`config.mk`:
```
export PLATFORM = sky130hd
export DESIGN_NAME = fp32_fixp_unpack
export DESIGN_NICKNAME = d
export VERILOG_FILES = /design/src/rtl/fixp_acc_pkg.sv /design/src/rtl/fixp_sat_counter.sv /design/src/rtl/fp32_fixp_unpack.sv
export SDC_FILE = /design/constraint.sdc
export NUM_CORES = 1
export LEC_CHECK = 0
export ABC_AREA = 0
export CAP_MARGIN = 20
export CORE_UTILIZATION = 30
export DETAILED_ROUTE_END_ITERATION = 10
export PLACE_DENSITY = 0.48
export SYNTH_ARGS = -nofsm -noshare
export SYNTH_HDL_FRONTEND = slang
export SYNTH_HIERARCHICAL = 1
export SYNTH_SLANG_ARGS = --single-unit
```
`constraint.sdc`:
```
create_clock -name clk -period 6.47 [get_ports clk]
set_input_delay 1.294 -clock clk [delete_from_list [all_inputs] [get_ports clk]]
set_output_delay 1.294 -clock clk [all_outputs]
set_load 0.05 [all_outputs]
```
`src/rtl/fixp_acc_pkg.sv`:
```
// Shared types for the fixed-point accumulate path: beat layout between the FP32 unpacker
// and the left shifter, plus the decode classification used to steer the status counters.
package fixp_acc_pkg;

  localparam int FP32_MANT_W = 24;
  localparam int SHIFT_W     = 7;
  localparam int ACC_CS_W    = 8;

  typedef struct packed {
    logic [SHIFT_W-1:0]     shift;
    logic [FP32_MANT_W-1:0] mant;
    logic                   sign;
    logic [ACC_CS_W-1:0]    acc_cs;
  } unpack_beat_t;

  typedef enum logic [2:0] {
    NORMAL,
    ZERO,
    UNDER,
    OVER,
    NANINF
  } unpack_flag_t;

endpackage

```
`src/rtl/fixp_sat_counter.sv`:
```
// Saturating event counter with a synchronous clear that takes priority over increment.
module fixp_sat_counter #(
  parameter int CNT_W = 16
) (
  input  logic             clk,
  input  logic             rstn,
  input  logic             inc,
  input  logic             clr,
  output logic [CNT_W-1:0] cnt
);

  logic [CNT_W-1:0] cnt_q;
  logic [CNT_W-1:0] cnt_d;

  always_comb begin
    cnt_d = cnt_q;
    if (clr) begin
      cnt_d = '0;
    end else if (inc && (cnt_q != {CNT_W{1'b1}})) begin
      cnt_d = cnt_q + CNT_W'(1);
    end
  end

  always_ff @(posedge clk or negedge rstn) begin
    if (!rstn) begin
      cnt_q <= '0;
    end else begin
      cnt_q <= cnt_d;
    end
  end

  assign cnt = cnt_q;

endmodule

```
`src/rtl/fp32_fixp_unpack.sv`:
```
// FP32 -> {shift, mantissa} unpacker feeding the fixed-point shifter. Two-stage elastic
// pipeline (decode, output register); out-of-window and Inf/NaN words are flushed and counted.
module fp32_fixp_unpack
  import fixp_acc_pkg::*;
#(
  parameter int PRE_REG_WIDTH = 128,
  parameter int EXP_LO        = 87,
  parameter int CNT_W         = 16
) (
  input  logic                clk,
  input  logic                rstn,
  input  logic [31:0]         in_stream_tdata,
  input  logic                in_stream_tvalid,
  output logic                in_stream_tready,
  input  logic [ACC_CS_W-1:0] in_acc_cs,
  output logic [30:0]         out_stream_tdata,
  output logic                out_stream_tvalid,
  input  logic                out_stream_tready,
  output logic [ACC_CS_W-1:0] out_acc_cs,
  output logic                out_sign,
  input  logic                cnt_clr,
  output logic [CNT_W-1:0]    underflow_cnt,
  output logic [CNT_W-1:0]    overflow_cnt,
  output logic [CNT_W-1:0]    nan_inf_cnt
);

  localparam logic signed [8:0] EXP_LO_S    = 9'(EXP_LO);
  localparam logic signed [8:0] MAX_SHIFT_S = 9'(PRE_REG_WIDTH - FP32_MANT_W);

  logic [7:0]         exp_raw;
  logic [22:0]        frac;
  logic [7:0]         eff_exp;
  logic signed [8:0]  shift_s;
  unpack_flag_t       dec_flag;
  unpack_beat_t       dec_beat;

  logic               s1_valid_q, s1_valid_d;
  logic               s2_valid_q, s2_valid_d;
  unpack_beat_t       s1_beat_q, s1_beat_d;
  unpack_beat_t       s2_beat_q, s2_beat_d;
  logic               s2_ready;
  logic               in_fire;

  // Denormals use effective exponent 1 with a zero implicit bit.
  always_comb begin
    exp_raw         = in_stream_tdata[30:23];
    frac            = in_stream_tdata[22:0];
    eff_exp         = (exp_raw == 8'd0) ? 8'd1 : exp_raw;
    shift_s         = signed'({1'b0, eff_exp}) - EXP_LO_S;
    dec_flag        = NORMAL;
    dec_beat.shift  = '0;
    dec_beat.mant   = '0;
    dec_beat.sign   = in_stream_tdata[31];
    dec_beat.acc_cs = in_acc_cs;
    if (exp_raw == 8'hFF) begin
      dec_flag = NANINF;
    end else if ((exp_raw == 8'd0) && (frac == 23'd0)) begin
      dec_flag = ZERO;
    end else if (shift_s < 9'sd0) begin
      dec_flag = UNDER;
    end else if (shift_s > MAX_SHIFT_S) begin
      dec_flag = OVER;
    end else begin
      dec_beat.shift = shift_s[SHIFT_W-1:0];
      dec_beat.mant  = {(exp_raw != 8'd0), frac};
    end
  end

  // Ready ripples combinationally from the output port back to the input port.
  assign s2_ready         = ~s2_valid_q | out_stream_tready;
  assign in_stream_tready = ~s1_valid_q | s2_ready;
  assign in_fire          = in_stream_tvalid & in_stream_tready;

  always_comb begin
    s1_valid_d = s1_valid_q;
    s1_beat_d  = s1_beat_q;
    s2_valid_d = s2_valid_q;
    s2_beat_d  = s2_beat_q;
    if (in_stream_tready) begin
      s1_valid_d = in_stream_tvalid;
      if (in_stream_tvalid) s1_beat_d = dec_beat;
    end
    if (s2_ready) begin
      s2_valid_d = s1_valid_q;
      if (s1_valid_q) s2_beat_d = s1_beat_q;
    end
  end

  always_ff @(posedge clk or negedge rstn) begin
    if (!rstn) begin
      s1_valid_q <= 1'b0;
      s2_valid_q <= 1'b0;
      s1_beat_q  <= '0;
      s2_beat_q  <= '0;
    end else begin
      s1_valid_q <= s1_valid_d;
      s2_valid_q <= s2_valid_d;
      s1_beat_q  <= s1_beat_d;
      s2_beat_q  <= s2_beat_d;
    end
  end

  assign out_stream_tvalid = s2_valid_q;
  assign out_stream_tdata  = {s2_beat_q.shift, s2_beat_q.mant};
  assign out_acc_cs        = s2_beat_q.acc_cs;
  assign out_sign          = s2_beat_q.sign;

  fixp_sat_counter #(.CNT_W(CNT_W)) u_underflow_cnt (
    .clk  (clk),
    .rstn (rstn),
    .inc  (in_fire && (dec_flag == UNDER)),
    .clr  (cnt_clr),
    .cnt  (underflow_cnt)
  );

  fixp_sat_counter #(.CNT_W(CNT_W)) u_overflow_cnt (
    .clk  (clk),
    .rstn (rstn),
    .inc  (in_fire && (dec_flag == OVER)),
    .clr  (cnt_clr),
    .cnt  (overflow_cnt)
  );

  fixp_sat_counter #(.CNT_W(CNT_W)) u_nan_inf_cnt (
    .clk  (clk),
    .rstn (rstn),
    .inc  (in_fire && (dec_flag == NANINF)),
    .clr  (cnt_clr),
    .cnt  (nan_inf_cnt)
  );

endmodule

```
==> results.rst, run 1 <==
.. list-table::
   :header-rows: 1

   * - Metric
     - Value
   * - Average cell area after synthesis
     - about 12 um^2
   * - Clock H-tree levels
     - 4
   * - Initial antenna violation count
     - 0
   * - Design Power
     - 2280 uW
   * - Kind of end point of the critical path
     - flop
   * - WP data arrival
     - 4.73 ns
   * - Critical path class
     - input pin to flop
   * - Number of inserted diodes
     - 0
   * - CTS resizes
     - 0
   * - Cell area after placement
     - 7600 um^2
   * - Leading cell type by number of instances after synthesis
     - sky130_fd_sc_hd__dfrtp_1
   * - Clock Root Buffer
     - sky130_fd_sc_hd__clkbuf_16
   * - Flip-flop and latch count after synthesis
     - 130
   * - Startpoint Class
     - input pin
   * - Peak supply drop
     - 0.151 mV
   * - Worst-path fanout max
     - 22
   * - Max-Cap Viols
     - 0
   * - Cell Rows
     - 51
   * - EDFF count, synth
     - 0
   * - Pins over their slew limit
     - 0
   * - Top FF cell, synth
     - sky130_fd_sc_hd__dfrtp_1
   * - Area fraction of the dominant cell type after synthesis
     - 0.537
   * - Clock input transition at the sequential cells of the worst setup and hold paths
     - 0.06 ns
   * - Static leakage
     - 0.00336 uW
   * - Largest buffer count on any clock path
     - 2
   * - Initial DRT Pass Iterations
     - 4
   * - Clock tree skew after final layout
     - 0.00664 ns
   * - Port-buffer cells
     - 134
   * - Number of placed instances with taps included
     - 890
   * - Post-synthesis cell type with the largest combined area
     - sky130_fd_sc_hd__dfrtp_1
   * - Antenna viol nets, final
     - 0
   * - CTS tree
     - done
   * - Maximum operating frequency
     - about 0.23 GHz
   * - Ranking of synthesized cells by area
     - sky130_fd_sc_hd__dfrtp_1, sky130_fd_sc_hd__mux2_2, sky130_fd_sc_hd__a22o_1
   * - First-pass GRT wire length
     - 25600 um
   * - Routed wire per std cell
     - 17.3 um
   * - Count of final hold-check violations
     - 0
   * - Cell count after synthesis
     - 515
   * - Overall routed net length
     - 16000 um
   * - Max-Slew Margin vs Limit
     - 0.317
   * - Number of clock buffers inserted by TritonCTS
     - 17
   * - Final core occ
     - 0.417
   * - Area inside the core boundary
     - 19700 um^2
   * - Global router's overall resource usage
     - 0.160
   * - Net count of the finished layout
     - 694
   * - Net count after synthesis
     - 563
   * - Clock latency on the worst-skew pair
     - 0.41 ns
   * - Synth top cells by count
     - sky130_fd_sc_hd__dfrtp_1, sky130_fd_sc_hd__mux2_2, sky130_fd_sc_hd__a21oi_1
   * - Number of design rule violations left after detail routing
     - 0
   * - CTS Hold Bufs
     - 0
   * - RSZ-0062 raised after global routing
     - no
   * - Share of the clock period used by the worst path
     - 0.679
   * - DRC marker count from the first detailed-route iteration
     - 251
   * - Chip Width
     - 144 um
   * - Clk sinks
     - 130
   * - Height of the die
     - 144 um
   * - Actual transition at the worst max-transition pin
     - between 1 and 1.5 ns
   * - DIE AREA
     - 20800 um^2
   * - Fraction of layout cells with a size suffix above 1
     - 0.184
   * - Class of the tightest hold or removal check
     - flop to flop
   * - Final standard cell count with taps included and fillers excluded
     - a little over 900
   * - Average via count per standard cell
     - just over 5
   * - Vias in the first global route
     - approximately 4700
   * - Fraction of registers with async set/reset
     - 1.00
   * - Aggregate negative setup slack
     - 0 ns
   * - Final min period
     - 4.40 ns
   * - Routability Congestion
     - roughly 0.79
   * - Final setup viols
     - 0
   * - Required time reported for the critical path endpoint
     - approximately 6.8 ns
   * - Post-DP HPWL
     - 10400 um
   * - Register area share after synthesis
     - 0.537
   * - Count of pins on the block boundary
     - between 100 and 150
   * - Netlist area before placement
     - 6060 um^2
   * - Total non-filler cell area in the finished layout
     - 8190 um^2
   * - Status
     - finished, final reports clean
   * - Maximum number of pins on one net before global-route repair
     - a little over 80
   * - Total congestion overflow after global routing
     - 0
   * - Number of unique standard cell types used by synthesis
     - 45
   * - Count of warnings emitted by yosys
     - 6
   * - Via count
     - 4781
   * - Post-CTS setup-driven buffer insertion count
     - 0
   * - Initial core utilization
     - 0.308
   * - Power density over the cells
     - 279 nW/um^2
   * - Layout area overhead
     - 35.2%
==> logic make-up after synthesis <==
group,synth area share
AO/OA/AOI/OAI,0.127
XOR/XNOR,0.00289
adder cells (fa/ha/maj),0.00619
buffers and inverters,0.0316
flip-flops,0.537
multiplexers,0.113
AND/OR/NAND/NOR,0.183
==> power breakdown <==
| group | switching, uW | internal [uW] |
|---|---|---|
| Combinational | 291 | 181 |
| Clock | 378 | 503 |
| Sequential | 39.4 | 891 |
==> path summary, 6_finish.rpt <==
path	startpoint	endpoint	slack (ns)	cells after the start
worst max-delay path	in_stream_tdata[23]	u_underflow_cnt/cnt[3]	2.07	7
worst min-delay path	s1_beat_q[32]	s1_beat_q[32]	0.48	1
worst max register to register	s1_valid_q	u_underflow_cnt/cnt[3]	3.30	6
worst min register to register	s1_beat_q[32]	s1_beat_q[32]	0.48	1
max in group asynchronous	rstn	s1_beat_q[6]	4.36	2
min in group asynchronous	rstn	out_stream_tdata[2]	0.91	1
==> placed cells by master (no fill, tap or decap), types with 14 or more instances in the layout <==
master / Yosys / final
sky130_fd_sc_hd__a21oi_1: 34 / 34
sky130_fd_sc_hd__nor2_1: 16 / 16
sky130_fd_sc_hd__nand4_1: 19 / 19
sky130_fd_sc_hd__nor4_1: 17 / 17
sky130_fd_sc_hd__o31ai_1: 22 / 22
sky130_fd_sc_hd__mux2_2: 49 / 49
sky130_fd_sc_hd__nand2_1: 26 / 25
sky130_fd_sc_hd__clkdlybuf4s50_1: 0 / 132
sky130_fd_sc_hd__or4_1: 15 / 15
sky130_fd_sc_hd__a22o_1: 27 / 27
sky130_fd_sc_hd__nand3_1: 14 / 14
sky130_fd_sc_hd__dfrtp_1: 130 / 130
sky130_fd_sc_hd__clkbuf_16: 0 / 17
==> per-layer routing <==
metal  up-vias  global-route usage  routed length [um]
li1       2239                   -                   -
met2       134               0.238                7190
met3        16              0.0421                 812
met4         0              0.0548                 182
met5         -                   0                   0
met1      2392               0.223                7780
==> sequential cells by signal, summed over array words and instances, names as in the netlist <==
name,count
u_overflow_cnt/cnt,16
u_nan_inf_cnt/cnt,16
out_acc_cs,8
s1_valid_q,1
out_stream_tvalid,1
out_sign,1
u_underflow_cnt/cnt,16
out_stream_tdata,31
s1_beat_q,40
==> critical path, stage by stage <==
cell and delay [ns]:
sky130_fd_sc_hd__clkdlybuf4s50_1 0.48, sky130_fd_sc_hd__a31o_1 0.31, sky130_fd_sc_hd__a21o_2 0.24, sky130_fd_sc_hd__a2111oi_1 0.93
sky130_fd_sc_hd__inv_1 0.56, sky130_fd_sc_hd__or4_2 0.76, sky130_fd_sc_hd__a21oi_1 0.16
==> metrics by stage <==
step	hold WS, ns	setup slack [ns]
3_5_place_dp	0.462	1.59
2_1_floorplan	0.445	2.81
3_3_place_gp	0.459	1.71
5_1_grt	0.506	1.84
6_report	0.480	2.07
4_1_cts	0.483	2.04
==> cell type report <==
cell class	count	area, um^2
clock buffer	18	439
clock inverter	13	104
fill	1906	11500
inverter	10	37.5
multi-input combinational	348	2620
sequential	130	3250
tap	265	332
timing repair buffer	139	1410
No activity file was read; power rests on OpenSTA's default activity.
==> run 2, diff against run 1 <==
==> constraint.sdc (replaced) <==
create_clock -name clk -period 4.5 [get_ports clk]
set_input_delay 0.9 -clock clk [delete_from_list [all_inputs] [get_ports clk]]
set_output_delay 0.9 -clock clk [all_outputs]
set_load 0.05 [all_outputs]
==> results.rst, run 2 (same netlist as run 1, synthesis figures left out) <==
.. list-table::
   :header-rows: 1

   * - Metric
     - Value
   * - Power density over the cells
     - 420 nW/um^2 (+51%)
   * - Number of clock buffers inserted by TritonCTS
     - 17 (unchanged)
   * - Final min period
     - approximately 3.4 ns
   * - Switch Pwr
     - 1030 uW (+45%)
   * - Reg2Reg Setup Slack
     - 2.02 ns (-1.28 ns)
   * - Design Power
     - 3470 uW (+52%)
   * - Cell Rows
     - 51 (unchanged)
   * - Clock Root Buffer
     - sky130_fd_sc_hd__clkbuf_16
   * - RSZ-0062 raised after global routing
     - no
   * - Class of the tightest hold or removal check
     - flop to flop
   * - Vias in the first global route
     - 4708 (+0.94%)
   * - Maximum operating frequency
     - between 0.2 and 0.3 GHz
   * - Count of final hold-check violations
     - 0 (unchanged)
   * - Post-CTS setup-driven buffer insertion count
     - 0 (unchanged)
   * - Routability Congestion
     - 0.777 (-1.7%)
   * - Pins over their slew limit
     - 0 (unchanged)
   * - Port-buffer cells
     - 134 (unchanged)
   * - Critical Path Max Stage Delay
     - 0.72 ns (-0.21 ns)
   * - Height of the die
     - 144 um (unchanged)
   * - Maximum number of pins on one net before global-route repair
     - 69 (-15%)
   * - Area inside the core boundary
     - 19700 um^2 (unchanged)
   * - First-pass GRT wire length
     - 25100 um (-1.8%)
   * - Hold worst-path end
     - s1_beat_q[32]
   * - Slowest stage cell, crit path
     - sky130_fd_sc_hd__or4_2
   * - Initial core utilization
     - 0.308 (unchanged)
   * - Aggregate negative setup slack
     - 0 ns (unchanged)
   * - Number of design rule violations left after detail routing
     - 0 (unchanged)
   * - Commonest non-fill, non-tap cells in the layout
     - sky130_fd_sc_hd__clkdlybuf4s50_1, sky130_fd_sc_hd__dfrtp_1, sky130_fd_sc_hd__mux2_2, sky130_fd_sc_hd__a21oi_1, sky130_fd_sc_hd__a22o_1
   * - Clock share of power
     - 0.421 (+0.035)
   * - Clock H-tree levels
     - 4 (unchanged)
   * - CTS tree
     - done
   * - Max-Cap Viols
     - 0 (unchanged)
   * - Kind of end point of the critical path
     - flop
   * - Clock input transition at the sequential cells of the worst setup and hold paths
     - 0.06 ns (about the same)
   * - Static leakage
     - 0.00342 uW (+1.7%)
   * - Overall routed net length
     - 15600 um (-2.4%)
   * - DRC marker count from the first detailed-route iteration
     - 269 (+7.2%)
   * - Actual transition at the worst max-transition pin
     - 1.02 ns (-0.00498 ns)
   * - Sequential standard cell area
     - 3250 um^2 (unchanged)
   * - Post-DP HPWL
     - 10300 um (-1.0%)
   * - Startpoint Class
     - input pin
   * - Register containing the most flip-flops in the final layout
     - s1_beat_q
   * - Initial antenna violation count
     - 0 (unchanged)
   * - Cells on Worst Hold Path
     - 1 (unchanged)
   * - Most common library cell in the layout ignoring fill and taps
     - sky130_fd_sc_hd__clkdlybuf4s50_1
   * - Area occupied by multi-input gates
     - 2620 um^2 (unchanged)
   * - Filler cell count
     - 1911 (+0.26%)
   * - Initial DRT Pass Iterations
     - 5 (+1)
   * - Cell Chain, Critical Path
     - clkdlybuf4s50_1, a31o_1, a21o_2, a2111oi_1, buf_4, inv_1, or4_2, a21oi_1
   * - Total congestion overflow after global routing
     - 0 (unchanged)
   * - Antenna viol nets, final
     - 0 (unchanged)
   * - Routed wire per std cell
     - 16.8 um (-2.8%)
   * - Critical path class
     - input pin to flop
   * - Clk sinks
     - 130 (unchanged)
   * - Required time reported for the critical path endpoint
     - 4.83 ns (-1.98 ns)
   * - Clock tree skew after final layout
     - 0.00743 ns (+0.000793 ns)
   * - DIE AREA
     - 20800 um^2 (unchanged)
   * - Largest delay contributor family on the critical path
     - compound AO/OA/AOI/OAI gates
   * - Final setup viols
     - 0 (unchanged)
   * - Buffers plus inverters on the worst setup path
     - 3 (+1)
   * - Peak supply drop
     - 0.235 mV (+55%)
   * - WP data arrival
     - 3.70 ns (-1.03 ns)
   * - Max-Slew Margin vs Limit
     - 0.319 (+0.00264)
   * - R2R depth
     - 7 (+1)
   * - CTS Hold Bufs
     - 0 (unchanged)
   * - Endpoint of the worst register-to-register path
     - u_underflow_cnt/cnt[3]
   * - Global router's overall resource usage
     - 0.156 (-0.00356)
   * - CTS resizes
     - 0 (unchanged)
   * - Status
     - finished, final reports clean
   * - Combinational share of power
     - 0.194 (-0.013)
   * - Chip Width
     - 144 um (unchanged)
   * - Worst Hold Margin
     - 0.476 ns (-0.00426 ns)
   * - Number of inserted diodes
     - 0 (unchanged)
   * - Max FFs per register
     - 40 (unchanged)
   * - Average via count per standard cell
     - 5.13 (-1.0%)
   * - Hold path startpoint
     - s1_beat_q[32]
   * - Fraction of layout cells with a size suffix above 1
     - 0.188 (+0.00370)
   * - Layout area overhead
     - 36.5%
   * - Clock latency on the worst-skew pair
     - 0.41 ns (about the same)
   * - Count of pins on the block boundary
     - 135 (unchanged)
   * - Startpoint of the worst-slack reg-to-reg timing path
     - s1_valid_q
   * - Cell internal pwr
     - 2440 uW (+55%)
   * - Proportion of power drawn by flip-flops and latches
     - 0.385 (-0.023)
   * - Largest buffer count on any clock path
     - 2 (unchanged)
   * - Worst-path fanout max
     - 22 (unchanged)
   * - Critical Path Stages
     - 8 (+1)
   * - Switching share of power
     - 0.296 (-0.0143)
   * - Via count
     - 4748 (-0.69%)
   * - Share of the clock period used by the worst path
     - 0.747
   * - Net count of the finished layout
     - 696 (+0.29%)
-- run 2: changes by cell type in the layout (fill, tap and decap cells not counted), moves of 2 or more --
| cell | delta |
|---|---|
| sky130_fd_sc_hd__buf_4 | +3 |
| sky130_fd_sc_hd__clkinv_4 | +2 |
| sky130_fd_sc_hd__bufinv_16 | +3 |
| sky130_fd_sc_hd__clkinvlp_4 | -5 |
-- run 2: cell type report --
cell class | instances | share of cell area
flip-flops and latches | 130 | 0.393
multi-input cells | 348 | 0.317
repair buffers | 141 | 0.170
clock buffers | 18 | 0.0531
well taps | 265 | 0.0401
clock inverters | 14 | 0.0228
inverters | 10 | 0.00454
-- run 2: per-stage QoR --
step | area (um^2) | setup WS, ns | util | instances
3_5_place_dp | 7630 | 0.671 | 0.388 | 893
5_1_grt | 8270 | 0.953 | 0.421 | 926
6_report | 8270 | 1.14 | 0.421 | 926
3_3_place_gp | 7630 | 0.702 | 0.388 | 893
2_1_floorplan | 6060 | 1.24 | - | 515
4_1_cts | 8250 | 1.12 | 0.420 | 925
-- run 2: worst max path at each step --
stage	start	end	slack, ns
after floorplan	in_stream_tdata[23]	u_underflow_cnt/cnt[3]	1.24
after global placement	in_stream_tdata[23]	u_underflow_cnt/cnt[3]	0.70
after detailed placement	in_stream_tdata[23]	u_underflow_cnt/cnt[3]	0.67
after CTS	in_stream_tdata[23]	u_underflow_cnt/cnt[3]	1.12
after global routing	in_stream_tdata[23]	u_underflow_cnt/cnt[3]	0.95
final	in_stream_tdata[24]	u_underflow_cnt/cnt[3]	1.14
-- run 2: layer usage --
metal / global-route usage / wire length (um) / share of wire
met4: 0.0460 / 144 / 0.0092
met5: 0 / 0 / 0
met2: 0.237 / 6890 / 0.44
met3: 0.0411 / 815 / 0.052
met1: 0.217 / 7720 / 0.50
-- run 2: power by group through the flow --
stage / sequential (uW) / clock (uW) / combinational (uW)
after detailed placement: 1360 / 0 / 679
after CTS: 1340 / 1500 / 681
after floorplan: 1600 / 0 / 169
after global routing: 1350 / 1560 / 713
final: 1340 / 1460 / 672
after global placement: 1360 / 0 / 675
==> run 3, diff against run 2 <==
==> constraint.sdc (replaced) <==
create_clock -name clk -period 3.2 [get_ports clk]
set_input_delay 0.64 -clock clk [delete_from_list [all_inputs] [get_ports clk]]
set_output_delay 0.64 -clock clk [all_outputs]
set_load 0.05 [all_outputs]
==> results.rst, run 3 (same netlist as run 1, synthesis figures left out) <==
.. list-table::
   :header-rows: 1

   * - Metric
     - Value
   * - Net count of the finished layout
     - 721 (+3.6%)
   * - Commonest non-fill, non-tap cells in the layout
     - sky130_fd_sc_hd__clkdlybuf4s50_1, sky130_fd_sc_hd__dfrtp_1, sky130_fd_sc_hd__mux2_2, sky130_fd_sc_hd__a21oi_1, sky130_fd_sc_hd__buf_4
   * - Via count
     - 4868 (+2.5%)
   * - Slowest stage cell, crit path
     - sky130_fd_sc_hd__a2111oi_2
   * - Global router's overall resource usage
     - 0.164 (+0.00809)
   * - Register containing the most flip-flops in the final layout
     - s1_beat_q
   * - Max FFs per register
     - 40 (unchanged)
   * - Largest buffer count on any clock path
     - 2 (unchanged)
   * - WP data arrival
     - 3.17 ns (-0.53 ns)
   * - Total congestion overflow after global routing
     - 0 (unchanged)
   * - Top layer used by detailed routing
     - met4
   * - Routability Congestion
     - 0.747 (-3.8%)
   * - Initial antenna violation count
     - 0 (unchanged)
   * - Routed met3 length
     - 821 um (+0.74%)
   * - Clock Root Buffer
     - sky130_fd_sc_hd__clkbuf_16
   * - Peak supply drop
     - 0.320 mV (+36%)
   * - CTS resizes
     - 0 (unchanged)
   * - Number of clock buffers inserted by TritonCTS
     - 17 (unchanged)
   * - Clock input transition at the sequential cells of the worst setup and hold paths
     - 0.06 ns (about the same)
   * - Worst path setup slack after routing
     - 0.315 ns (-0.823 ns)
   * - CTS tree
     - done
   * - Antenna viol nets, final
     - 0 (unchanged)
   * - Number of design rule violations left after detail routing
     - 0 (unchanged)
   * - Actual transition at the worst max-transition pin
     - 0.889 ns (-0.128 ns)
   * - Class of the tightest hold or removal check
     - input pin to async pin
   * - Critical path class
     - input pin to flop
   * - Clock H-tree levels
     - 4 (unchanged)
   * - Max-Slew Margin vs Limit
     - 0.403 (+0.0832)
   * - Kind of end point of the critical path
     - flop
   * - Cell Chain, Critical Path
     - clkdlybuf4s50_1, a31o_1, a21o_2, a2111oi_2, inv_1, buf_12, nor4_1, mux2_1
   * - Design Power
     - 4800 uW (+38%)
   * - First-pass GRT wire length
     - 26800 um (+6.7%)
   * - Clock tree skew after final layout
     - 0.00827 ns (+0.000838 ns)
   * - Worst setup timing slack at the placement stage
     - -0.385 ns (-1.06 ns)
   * - DIE AREA
     - 20800 um^2 (unchanged)
   * - Count of pins on the block boundary
     - 135 (unchanged)
   * - Reg2Reg Setup Slack
     - 0.86 ns (-1.16 ns)
   * - Overall routed net length
     - 16200 um (+4.0%)
   * - Maximum number of pins on one net before global-route repair
     - 56 (-19%)
   * - Height of the die
     - 144 um (unchanged)
   * - Clk sinks
     - 130 (unchanged)
   * - Final standard cell count with taps included and fillers excluded
     - 951 (+2.7%)
   * - Layout area overhead
     - 39.7%
   * - Final min period
     - 2.89 ns
   * - Post-CTS setup-driven buffer insertion count
     - 0 (unchanged)
   * - Critical Path Max Stage Delay
     - 0.48 ns (-0.24 ns)
   * - Endpoint of the worst register-to-register path
     - u_underflow_cnt/cnt[13]
   * - R2R depth
     - 5 (-2)
   * - Share of the clock period used by the worst path
     - 0.902
   * - Number of placed instances with taps included
     - 919 (+2.9%)
   * - DRC marker count from the first detailed-route iteration
     - 181 (-33%)
   * - Area inside the core boundary
     - 19700 um^2 (unchanged)
   * - Cell Rows
     - 51 (unchanged)
   * - Routed wire per std cell
     - 17.0 um (+1.2%)
   * - RSZ-0062 raised after global routing
     - no
   * - Power density over the cells
     - 567 nW/um^2 (+35%)
   * - Final core occ
     - 0.431 (+0.00980)
   * - Max-Cap Viols
     - 0 (unchanged)
   * - Startpoint of the worst-slack reg-to-reg timing path
     - u_underflow_cnt/cnt[0]
   * - CTS Hold Bufs
     - 0 (unchanged)
   * - Worst-path fanout max
     - 14 (-36%)
   * - Total non-filler cell area in the finished layout
     - 8470 um^2 (+2.3%)
   * - Final setup viols
     - 0 (unchanged)
   * - Average via count per standard cell
     - 5.12 (-0.17%)
   * - Count of final hold-check violations
     - 0 (unchanged)
   * - Fraction of layout cells with a size suffix above 1
     - 0.219 (+0.0311)
   * - Vias in the first global route
     - 5026 (+6.8%)
   * - Required time reported for the critical path endpoint
     - 3.49 ns (-1.34 ns)
   * - Port-buffer cells
     - 134 (unchanged)
   * - Initial core utilization
     - 0.308 (unchanged)
   * - Status
     - finished, final reports clean
   * - Initial DRT Pass Iterations
     - 6 (+1)
   * - Cell area after placement
     - 7870 um^2 (+3.2%)
   * - Pins over their slew limit
     - 0 (unchanged)
   * - Clock latency on the worst-skew pair
     - 0.41 ns (about the same)
   * - Total length of routed met2 wires
     - 7670 um (+11%)
   * - Most common library cell in the layout ignoring fill and taps
     - sky130_fd_sc_hd__clkdlybuf4s50_1
   * - Chip Width
     - 144 um (unchanged)
   * - Wire length the detailed router placed on met1
     - 7590 um (-1.8%)
   * - Static leakage
     - 0.00353 uW (+3.3%)
   * - Number of inserted diodes
     - 0 (unchanged)
   * - Startpoint Class
     - input pin
   * - Post-DP HPWL
     - 11100 um (+7.3%)
   * - Maximum operating frequency
     - about 0.35 GHz
## run 3: changes by cell type in the layout (fill, tap and decap cells not counted), sizes merged
cell           before  now
clkbuf             18   19
clkinvlp            0    2
clkinv              4    5
clkdlybuf4s50     132  131
bufinv              3    2
buf                 9   35
inv                17   14
## run 3: routing by layer
layer | up-vias | track usage
met2 | 123 | 0.261
met3 | 10 | 0.0424
met5 | - | 0
met4 | 0 | 0.0305
li1 | 2285 | -
met1 | 2450 | 0.226
## run 3: how the worst max path moves through the flow
| stage | from | end | slack [ns] | cells past startpoint |
|---|---|---|---|---|
| 6_report | in_stream_tdata[23] | u_underflow_cnt/cnt[13] | 0.31 | 8 |
| 5_1_grt | in_stream_tdata[23] | u_underflow_cnt/cnt[13] | 0.14 | 8 |
| 4_1_cts | in_stream_tdata[23] | u_underflow_cnt/cnt[13] | 0.04 | 8 |
| 3_5_place_dp | in_stream_tdata[23] | u_underflow_cnt/cnt[13] | -0.38 | 8 |
| 3_3_place_gp | in_stream_tdata[23] | u_underflow_cnt/cnt[13] | -0.25 | 8 |
| 2_1_floorplan | in_stream_tdata[23] | u_underflow_cnt/cnt[3] | 0.20 | 7 |
## run 3: final cells by class
cell class / instances / area (um^2)
clock buffer: 19 / 443
clock inverter: 13 / 150
fill: 1857 / 11200
inverter: 10 / 37.5
multi-input combinational: 348 / 2630
sequential: 130 / 3250
tap: 265 / 332
timing repair buffer: 166 / 1630
## run 3: report_power, final
part | internal [uW] | switching, uW | leakage [uW] | total [uW]
combinational | 385 | 592 | 0.00152 | 977
sequential | 1800 | 79.6 | 0.00173 | 1880
clock | 1180 | 760 | 0.000285 | 1940
## run 3: per-stage QoR
step                hold WS (ns)  TNS [ns]
global route               0.207         0
detailed placement         0.470     -3.14
floorplan                  0.344         0
finish                     0.174         0
CTS                        0.189         0
global placement           0.457     -2.25
## run 3: worst max-delay path: cells and delay by family
kind                   cells  cell delay, ns
multiplexers               1            0.37
AO/OA/AOI/OAI              3            0.96
AND/OR/NAND/NOR            1            0.34
buffers and inverters      3            0.86
